==> config.mk <==
export PLATFORM = sky130hd
export DESIGN_NAME = fc_bank_drain
export DESIGN_NICKNAME = d
export VERILOG_FILES = /design/src/rtl/fc_drain_pkg.sv /design/src/rtl/fc_snapshot_reg.sv /design/src/rtl/fc_bank_drain.sv
export SDC_FILE = /design/constraint.sdc
export NUM_CORES = 1
export LEC_CHECK = 0
export CORE_AREA = 3 3 154 81
export CTS_CLUSTER_DIAMETER = 150
export CTS_CLUSTER_SIZE = 25
export DETAILED_ROUTE_END_ITERATION = 8
export DIE_AREA = 0 0 157 84
export GPL_TIMING_DRIVEN = 0
export HOLD_SLACK_MARGIN = 0.05
export PLACE_DENSITY = 0.84
export SLEW_MARGIN = 20
export SYNTH_ARGS = -nofsm -noshare
export SYNTH_HDL_FRONTEND = slang
export SYNTH_SLANG_ARGS = --single-unit
==> constraint.sdc <==
create_clock -name clk -period 3.1 [get_ports clk]
set_input_delay 0.31 -clock clk [delete_from_list [all_inputs] [get_ports clk]]
set_output_delay 0.31 -clock clk [all_outputs]
set_load 0.01 [all_outputs]
==> src/rtl/fc_drain_pkg.sv <==
// Shared types and helpers for the FC result-bank drain.
// Optional FC_DRAIN_PARITY_EN build uses even_par() for per-word parity.
package fc_drain_pkg;

   typedef enum logic [1:0] {
      IDLE = 2'd0,
      SEND = 2'd1,
      DONE = 2'd2
   } state_t;

   // Widest word the parity helper covers; narrower words are zero-extended.
   localparam int PAR_MAX_W = 64;

   function automatic int idx_width(input int depth);
      return (depth < 2) ? 1 : $clog2(depth);
   endfunction

   function automatic logic even_par(input logic [PAR_MAX_W-1:0] w);
      return ^w;
   endfunction

endpackage

==> src/rtl/fc_snapshot_reg.sv <==
// Flat DEPTH*WIDTH snapshot register: load enable, synchronous clear (wins over load).
module fc_snapshot_reg #(
   parameter int WIDTH = 16,
   parameter int DEPTH = 8
) (
   input  logic                   clk,
   input  logic                   rstn,
   input  logic                   load,
   input  logic                   clear,
   input  logic [DEPTH*WIDTH-1:0] d,
   output logic [DEPTH*WIDTH-1:0] q
);

   always_ff @(posedge clk or negedge rstn) begin
      if (!rstn)      q <= '0;
      else if (clear) q <= '0;
      else if (load)  q <= d;
   end

endmodule

==> src/rtl/fc_bank_drain.sv <==
// Snapshots the FC result bank on start and streams it out word by word (valid/ready).
// Define FC_DRAIN_PARITY_EN to add par_o, the stored even parity of each word.
module fc_bank_drain
   import fc_drain_pkg::*;
#(
   parameter int WIDTH = 16,
   parameter int DEPTH = 8,
   parameter int IDX_W = idx_width(DEPTH)
) (
   input  logic                   clk,
   input  logic                   rstn,
   input  logic                   start_i,
   input  logic                   clear_i,
   input  logic [DEPTH*WIDTH-1:0] bank_i,
   output logic                   busy_o,
   output logic                   m_valid_o,
   input  logic                   m_ready_i,
   output logic [WIDTH-1:0]       m_data_o,
   output logic [IDX_W-1:0]       m_idx_o,
   output logic                   m_last_o,
`ifdef FC_DRAIN_PARITY_EN
   output logic                   par_o,
`endif
   output logic                   done_o
);

   state_t                      state, nxt;
   logic [IDX_W-1:0]            idx;
   logic [DEPTH-1:0][WIDTH-1:0] snap;
   logic                        capture, beat, at_last;

   assign capture = (state == IDLE) & start_i & ~clear_i;
   assign beat    = (state == SEND) & m_ready_i;
   assign at_last = (idx == IDX_W'(DEPTH-1));

   fc_snapshot_reg #(.WIDTH(WIDTH), .DEPTH(DEPTH)) u_snap (
      .clk   (clk),
      .rstn  (rstn),
      .load  (capture),
      .clear (clear_i),
      .d     (bank_i),
      .q     (snap)
   );

   always_ff @(posedge clk or negedge rstn) begin
      if (!rstn) state <= IDLE;
      else       state <= nxt;
   end

   always_comb begin
      nxt = state;
      if (clear_i) nxt = IDLE;
      else begin
         case (state)
            IDLE:    if (start_i) nxt = SEND;
            SEND:    if (beat && at_last) nxt = DONE;
            DONE:    nxt = IDLE;
            default: nxt = IDLE;
         endcase
      end
   end

   // idx never passes DEPTH-1; it returns to 0 on the way back to IDLE.
   always_ff @(posedge clk or negedge rstn) begin
      if (!rstn)                 idx <= '0;
      else if (clear_i)          idx <= '0;
      else if (capture)          idx <= '0;
      else if (beat && !at_last) idx <= idx + 1'b1;
      else if (state == DONE)    idx <= '0;
   end

   always_comb begin
      busy_o    = (state != IDLE);
      m_valid_o = (state == SEND);
      m_last_o  = (state == SEND) & at_last;
      done_o    = (state == DONE);
      m_idx_o   = idx;
      m_data_o  = '0;
      if (state == SEND) m_data_o = snap[idx];
   end

`ifdef FC_DRAIN_PARITY_EN
   logic [DEPTH-1:0] par_q, par_w;

   for (genvar k = 0; k < DEPTH; k++) begin : g_par
      assign par_w[k] = even_par(PAR_MAX_W'(bank_i[k*WIDTH +: WIDTH]));
   end

   always_ff @(posedge clk or negedge rstn) begin
      if (!rstn)        par_q <= '0;
      else if (clear_i) par_q <= '0;
      else if (capture) par_q <= par_w;
   end

   assign par_o = (state == SEND) & par_q[idx];
`endif

endmodule

==> metrics <==
Bufs and invs on worst path=3; area of the multi-input gates=about 2300 um^2; crit path time final=between 2 and 3 ns; count of cell types in the netlist=30; status=completed; Mapped Area=5910 um^2; Hold Crit Class=input pin to async pin; max incr delay on CP=0.48 ns; crit share post-route=a little over nine tenths; root buffer cell=clkbuf_16; clk slew on worst S/H paths=~0.060 ns; crit path cell chain=buf_2, buf_2, mux2i_1, o22ai_1, or2_1, clkdlybuf4s50_1; Seq pwr share=42.9%; grt met1 use=between 30% and 40%; Starting Density=53.5%; fraction of layout cells with a size suffix above 1=14.5%; register area share after synthesis=around 56%; M3 GR Usage=6.37%; crit path capture type=output pin; GRT Overall Usage=27.6%; Core ar.=between 10000 and 15000 um^2; Syn Area/Cell=approximately 13 um^2; Reg2Reg Depth=4; Die X=157 um; PortBufs=approximately 160; Worst Max-Slew Pin Slew=a little under 0.5 ns; dpl hpwl=around 12000 um; DRC Markers=0; Die H=84 um; Max-cap violations=0; Reg-to-Reg End=u_snap.q[67]$_DFFE_PN0P_; most frequent CP cell=buf_2; fill cell count=~740; Post-CTS Setup Bufs=0; Comb power frac=a little over an eighth; drt via density=6.17; # rows=27; Post-DP Area=7670 um^2; WP data arrival=approximately 2.7 ns; fin util=between 70% and 80%; RSZ-0062 raised after global routing=no; Finished Cell Area=around 8300 um^2; prevailing post-synth register cell=dfrtp_1; Req. time, crit path=around 2.8 ns; Setup Skew=approximately 0.0066 ns; Worst Slack Setup Final=0.102 ns; busiest layer in global routing=met2; Ys Warns=0; CP max stage cell=clkdlybuf4s50_1; DRT antenna net count=0; global route total overflow=0; Clk network pwr share=44.0%; Setup Viol. Count Final=0; Initial DRC Count=460; Startpoint Class=register; switch share=25.3%; clk sinks=about 130; mux contribution to synthesized area=between 10 and 15%; P_leak=about 3.6 nW; final WL=17700 um; WL per Instance=between 20 and 25 um; RR Startpoint=state[1]$_DFFE_PN0P_; simple-gate area share of the yosys netlist=under 10%; pre-CTS WS=~0.54 ns; n_diodes=0; TritonCTS clock tree=yes; pwr dens=between 500 and 600 nW/um^2; nets@finish=756; first-pass GRT wire length=around 28000 um; H-tree levels=4; Layout area overhead=40.2%; Synth Net Count=580; Final Hold Fails=0; largest net degree at the start of global routing=69; EDFF count, synth=0; Yosys reg bits=133; clk buf depth=2; IO Count=about 160; Post-Synth Adder-Cell Area=0.424%; CP delay by family, top=buffers and inverters; flop-to-flop setup slack=1.37 ns; routability cong.=0.851; vias in the first global route=4970; XOR/XNOR Fraction of Synth Area=0%; Num CTS Buffers=17; combinational family with the most area after synthesis=compound AO/OA/AOI/OAI gates; met2 global-route usage=between 40% and 50%; compound-gate portion of the synthesized area=24.1%; gate count after technology mapping=roughly 450; Int Pwr=3.35 mW; FFs w/ async S/R, synth=100%; via count=4806; worst-skew pair later-pin latency=0.41 ns; fmax=roughly 330 MHz; Die ar.=approximately 13000 um^2; setup TNS=0 ns; sw power=1.14 mW; relative slew slack=around 67%; 1st-pass router iterations=5; final hold slack=about 0.46 ns; CP Class=register to output pin; fin. max-slew vios=0; Storage cell area=~3300 um^2; crit-path max FO=10; initial antenna violation count=0; maximum vdd ir drop=approximately 0.00034 V
-- Yosys cell counts, types with 2 or more instances --
cell         n  share of area, %
clkbuf_1     3              0.19
inv_1        2              0.13
ha_1         2              0.42
buf_4        2              0.25
mux2i_1     64                11
nand4bb_1    3              0.57
o22ai_1     22               2.3
buf_2       35               3.0
dfrtp_1    133                56
or2_1       11               1.2
o22ai_2     10               2.1
a21o_1       2              0.25
a22o_1     128                19
nand3_1      3              0.25
or2_2        5              0.53
a21oi_1      5              0.42
nand2_1      2              0.13
-- sequential cells by signal (all words and copies together) (netlist names) --
name      cells
m_idx_o       3
state         2
u_snap.q    128
-- cell usage in the layout, fill, tap and decap left out, drive strengths merged --
master / count
clkdlybuf4s50: 154
dfrtp: 133
a22o: 128
mux2i: 64
buf: 38
o22ai: 32
clkbuf: 27
or2: 16
a21oi: 5
inv: 5
clkinv: 4
clkinvlp: 4
nand4bb: 3
nand3: 3
a21o: 2
nand2: 2
ha: 2
nor2: 1
and2b: 1
or4b: 1
nand4b: 1
or2b: 1
and2: 1
nor4b: 1
and4bb: 1
nand2b: 1
and3b: 1
bufinv: 1
dlygate4sd3: 1
-- timing repair --
| item | in CTS | in global routing |
|---|---|---|
| setup endpoints to repair | 0 | 7 |
| hold endpoints to repair | 65 | 0 |
| gates resized for setup | 0 | 6 |
| hold buffers | 1 | 0 |
-- worst reg2reg max path: cells and delay by family, from the launching register on --
family                 cells  cell delay (ns)
flip-flops                 1             0.47
AND/OR/NAND/NOR            1             0.40
buffers and inverters      2             0.60
AO/OA/AOI/OAI              1             0.19
-- routing by layer --
metal	wire length, um	share of wire [%]
met1	7600	43
met2	8220	46
met3	1520	8.5
met4	382	2.2
met5	0	0
-- power groups by stage --
stage	clock [mW]	sequential, mW	combinational [mW]
global placement	0	1.94	0.567
finish	1.98	1.93	0.589
global route	2.07	1.94	0.632
floorplan	0	1.93	0.264
detailed placement	0	1.95	0.582
CTS	1.98	1.92	0.589
-- stage by stage --
stage / power [mW] / cells
floorplan: 2.19 / 445
global placement: 2.51 / 745
detailed placement: 2.53 / 746
CTS: 4.49 / 779
global route: 4.64 / 779
finish: 4.49 / 779
-- worst max path at each step --
stage	from	endpoint	slack, ns	depth (start not counted)
finish	m_idx_o[1]$_DFFE_PN0P_	m_data_o[9]	0.10	6
detailed placement	m_idx_o[1]$_DFFE_PN0P_	m_data_o[1]	0.54	6
CTS	m_idx_o[1]$_DFFE_PN0P_	m_data_o[7]	0.06	5
global placement	rstn	u_snap.q[56]$_DFFE_PN0P_	-3.35	1
global route	m_idx_o[1]$_DFFE_PN0P_	m_data_o[14]	0.02	6
floorplan	m_idx_o[1]$_DFFE_PN0P_	m_data_o[0]	1.27	5
-- cell families after synthesis --
group	Yosys count
flip-flops	133
AO/OA/AOI/OAI	167
buffers and inverters	45
multiplexers	64
adder cells (fa/ha/maj)	2
AND/OR/NAND/NOR	34
-- cell type report --
class,count,area share [%]
flip-flops and latches,133,40.2
clock inverters,12,1.47
multi-input cells,267,28.2
plain buffers,43,2.98
inverters,2,0.0907
well taps,145,2.19
clock buffers,20,5.64
repair buffers,157,19.3
(Power assumes the default switching activity.)
==> variant, RTL diff (same settings) <==
`WIDTH` is set to 16 in 2 places; all go to 14.
--- a/src/rtl/fc_snapshot_reg.sv
+++ b/src/rtl/fc_snapshot_reg.sv
@@ -1,5 +1,5 @@
 // Flat DEPTH*WIDTH snapshot register: load enable, synchronous clear (wins over load).
 module fc_snapshot_reg #(
-   parameter int WIDTH = 16,
+   parameter int WIDTH = 14,
    parameter int DEPTH = 8
 ) (
--- a/src/rtl/fc_bank_drain.sv
+++ b/src/rtl/fc_bank_drain.sv
@@ -4,5 +4,5 @@
    import fc_drain_pkg::*;
 #(
-   parameter int WIDTH = 16,
+   parameter int WIDTH = 14,
    parameter int DEPTH = 8,
    parameter int IDX_W = idx_width(DEPTH)
Ports: changed (resized bank_i and m_data_o); port bits go from 156 to 138. No check against the original RTL was run, so the function may have changed too.
==> variant against the unedited design <==
Total power shrank 1.8%; area after synthesis shrank 12%; worst hold slack lost 0.058 ns; highest routed layer unchanged; via count shrank 8.2%; clock power grew 9.6%; utilization shrank 7.5 points; non-clock buffer count shrank 23; sequential cell count shrank 16; routed wire length shrank 9.1%; setup slack lost 0.032 ns; die area is the same; global-route usage shrank 2.8 points; final area shrank 10%.
==> variant: results (changes against the unedited design) <==
dominant cells by area after synthesis=dfrtp_1 (56%), a22o_1 (19%), mux2_1 (8.2%) (was dfrtp_1 (56%), a22o_1 (19%), mux2i_1 (11%)); GR Util met2=0.379 (was 0.426); Critical Path Max Stage Delay=0.56 ns (was 0.48 ns); R2R Path End=m_idx_o[2] (was u_snap.q[67]); WL final=16.1 mm (was 17.7 mm); maximum VDD drop=0.000385 V (was 0.000341 V); met3 usage=0.0849 (was 0.0637); layout cell share with drive strength beyond 1=0.121 (was 0.145); sequential share of the synthesized area=0.564 (about the same); status=finished, final reports clean (unchanged); first-pass GRT wire length=24.6 mm (was 27.8 mm); WL met1=6.57 mm (was 7.60 mm); RD Place Congestion=0.903 (was 0.851); DRT iter0 DRCs=424 (was 460); Detail Route met3 WL=1.48 mm (was 1.52 mm); Met2 Routed Length=7.59 mm (was 8.22 mm); P_sw=1020 µW (was 1140 µW); vias in the first global route=4,475 (was 4,970); DP Area=6770 µm² (was 7670 µm²); Static Leak=0.00345 µW (was 0.00362 µW); GRT Util Overall=0.248 (was 0.276); Setup Skew=0.00852 ns (was 0.00665 ns); hold_ws=0.402 ns (was 0.459 ns); grt met1 use=0.325 (was 0.389); largest net degree at the start of global routing=71 (was 69)
variant: power by group through the flow:
stage / combinational, µW / clock, µW / sequential, µW
finish: 546 / 2170 / 1700
global route: 583 / 2230 / 1700
CTS: 539 / 2170 / 1690
detailed placement: 533 / 0 / 1710
global placement: 515 / 0 / 1710
floorplan: 236 / 0 / 1690
variant: cells by family after synthesis:
| group | after synthesis | synth area share |
|---|---|---|
| and+or+nand+nor | 46 | 0.0552 |
| muxes | 42 | 0.0911 |
| AOI/OAI and AO/OA | 161 | 0.248 |
| buffers and inverters | 40 | 0.0364 |
| adders and majority gates | 2 | 0.00482 |
| DFF | 117 | 0.564 |
variant: area by class of cell:
cell class / count / area, µm²
Buffer: 38 / 184
Inverter: 2 / 7.51
Timing Repair Buffer: 139 / 1410
Tap cell: 145 / 181
Multi-Input combinational cell: 251 / 2080
Fill cell: 766 / 3600
Sequential cell: 117 / 2930
Clock inverter: 8 / 143
Clock buffer: 24 / 512
variant: stage by stage:
| step | TNS [ns] | setup WS, ns |
|---|---|---|
| floorplan | 0 | 1.32 |
| global placement | -303.38 | -2.60 |
| detailed placement | 0 | 0.496 |
| CTS | 0 | 0.0356 |
| global route | 0 | 0.0137 |
| finish | 0 | 0.0696 |
variant: critical path, delay by kind of cell (launching register included):
kind            cells  cell delay [ns]
simple gates        1             0.11
mux                 1             0.37
compound gates      1             0.38
buf+inv             3             1.07
flops               1             0.37
variant: repair_timing:
item / CTS / global route
resized for setup: 0 / 6
buffers inserted: 0 / 0
hold buffers: 1 / 0
setup endpoints to repair: 0 / 4
endpoints found under the hold margin: 47 / 0
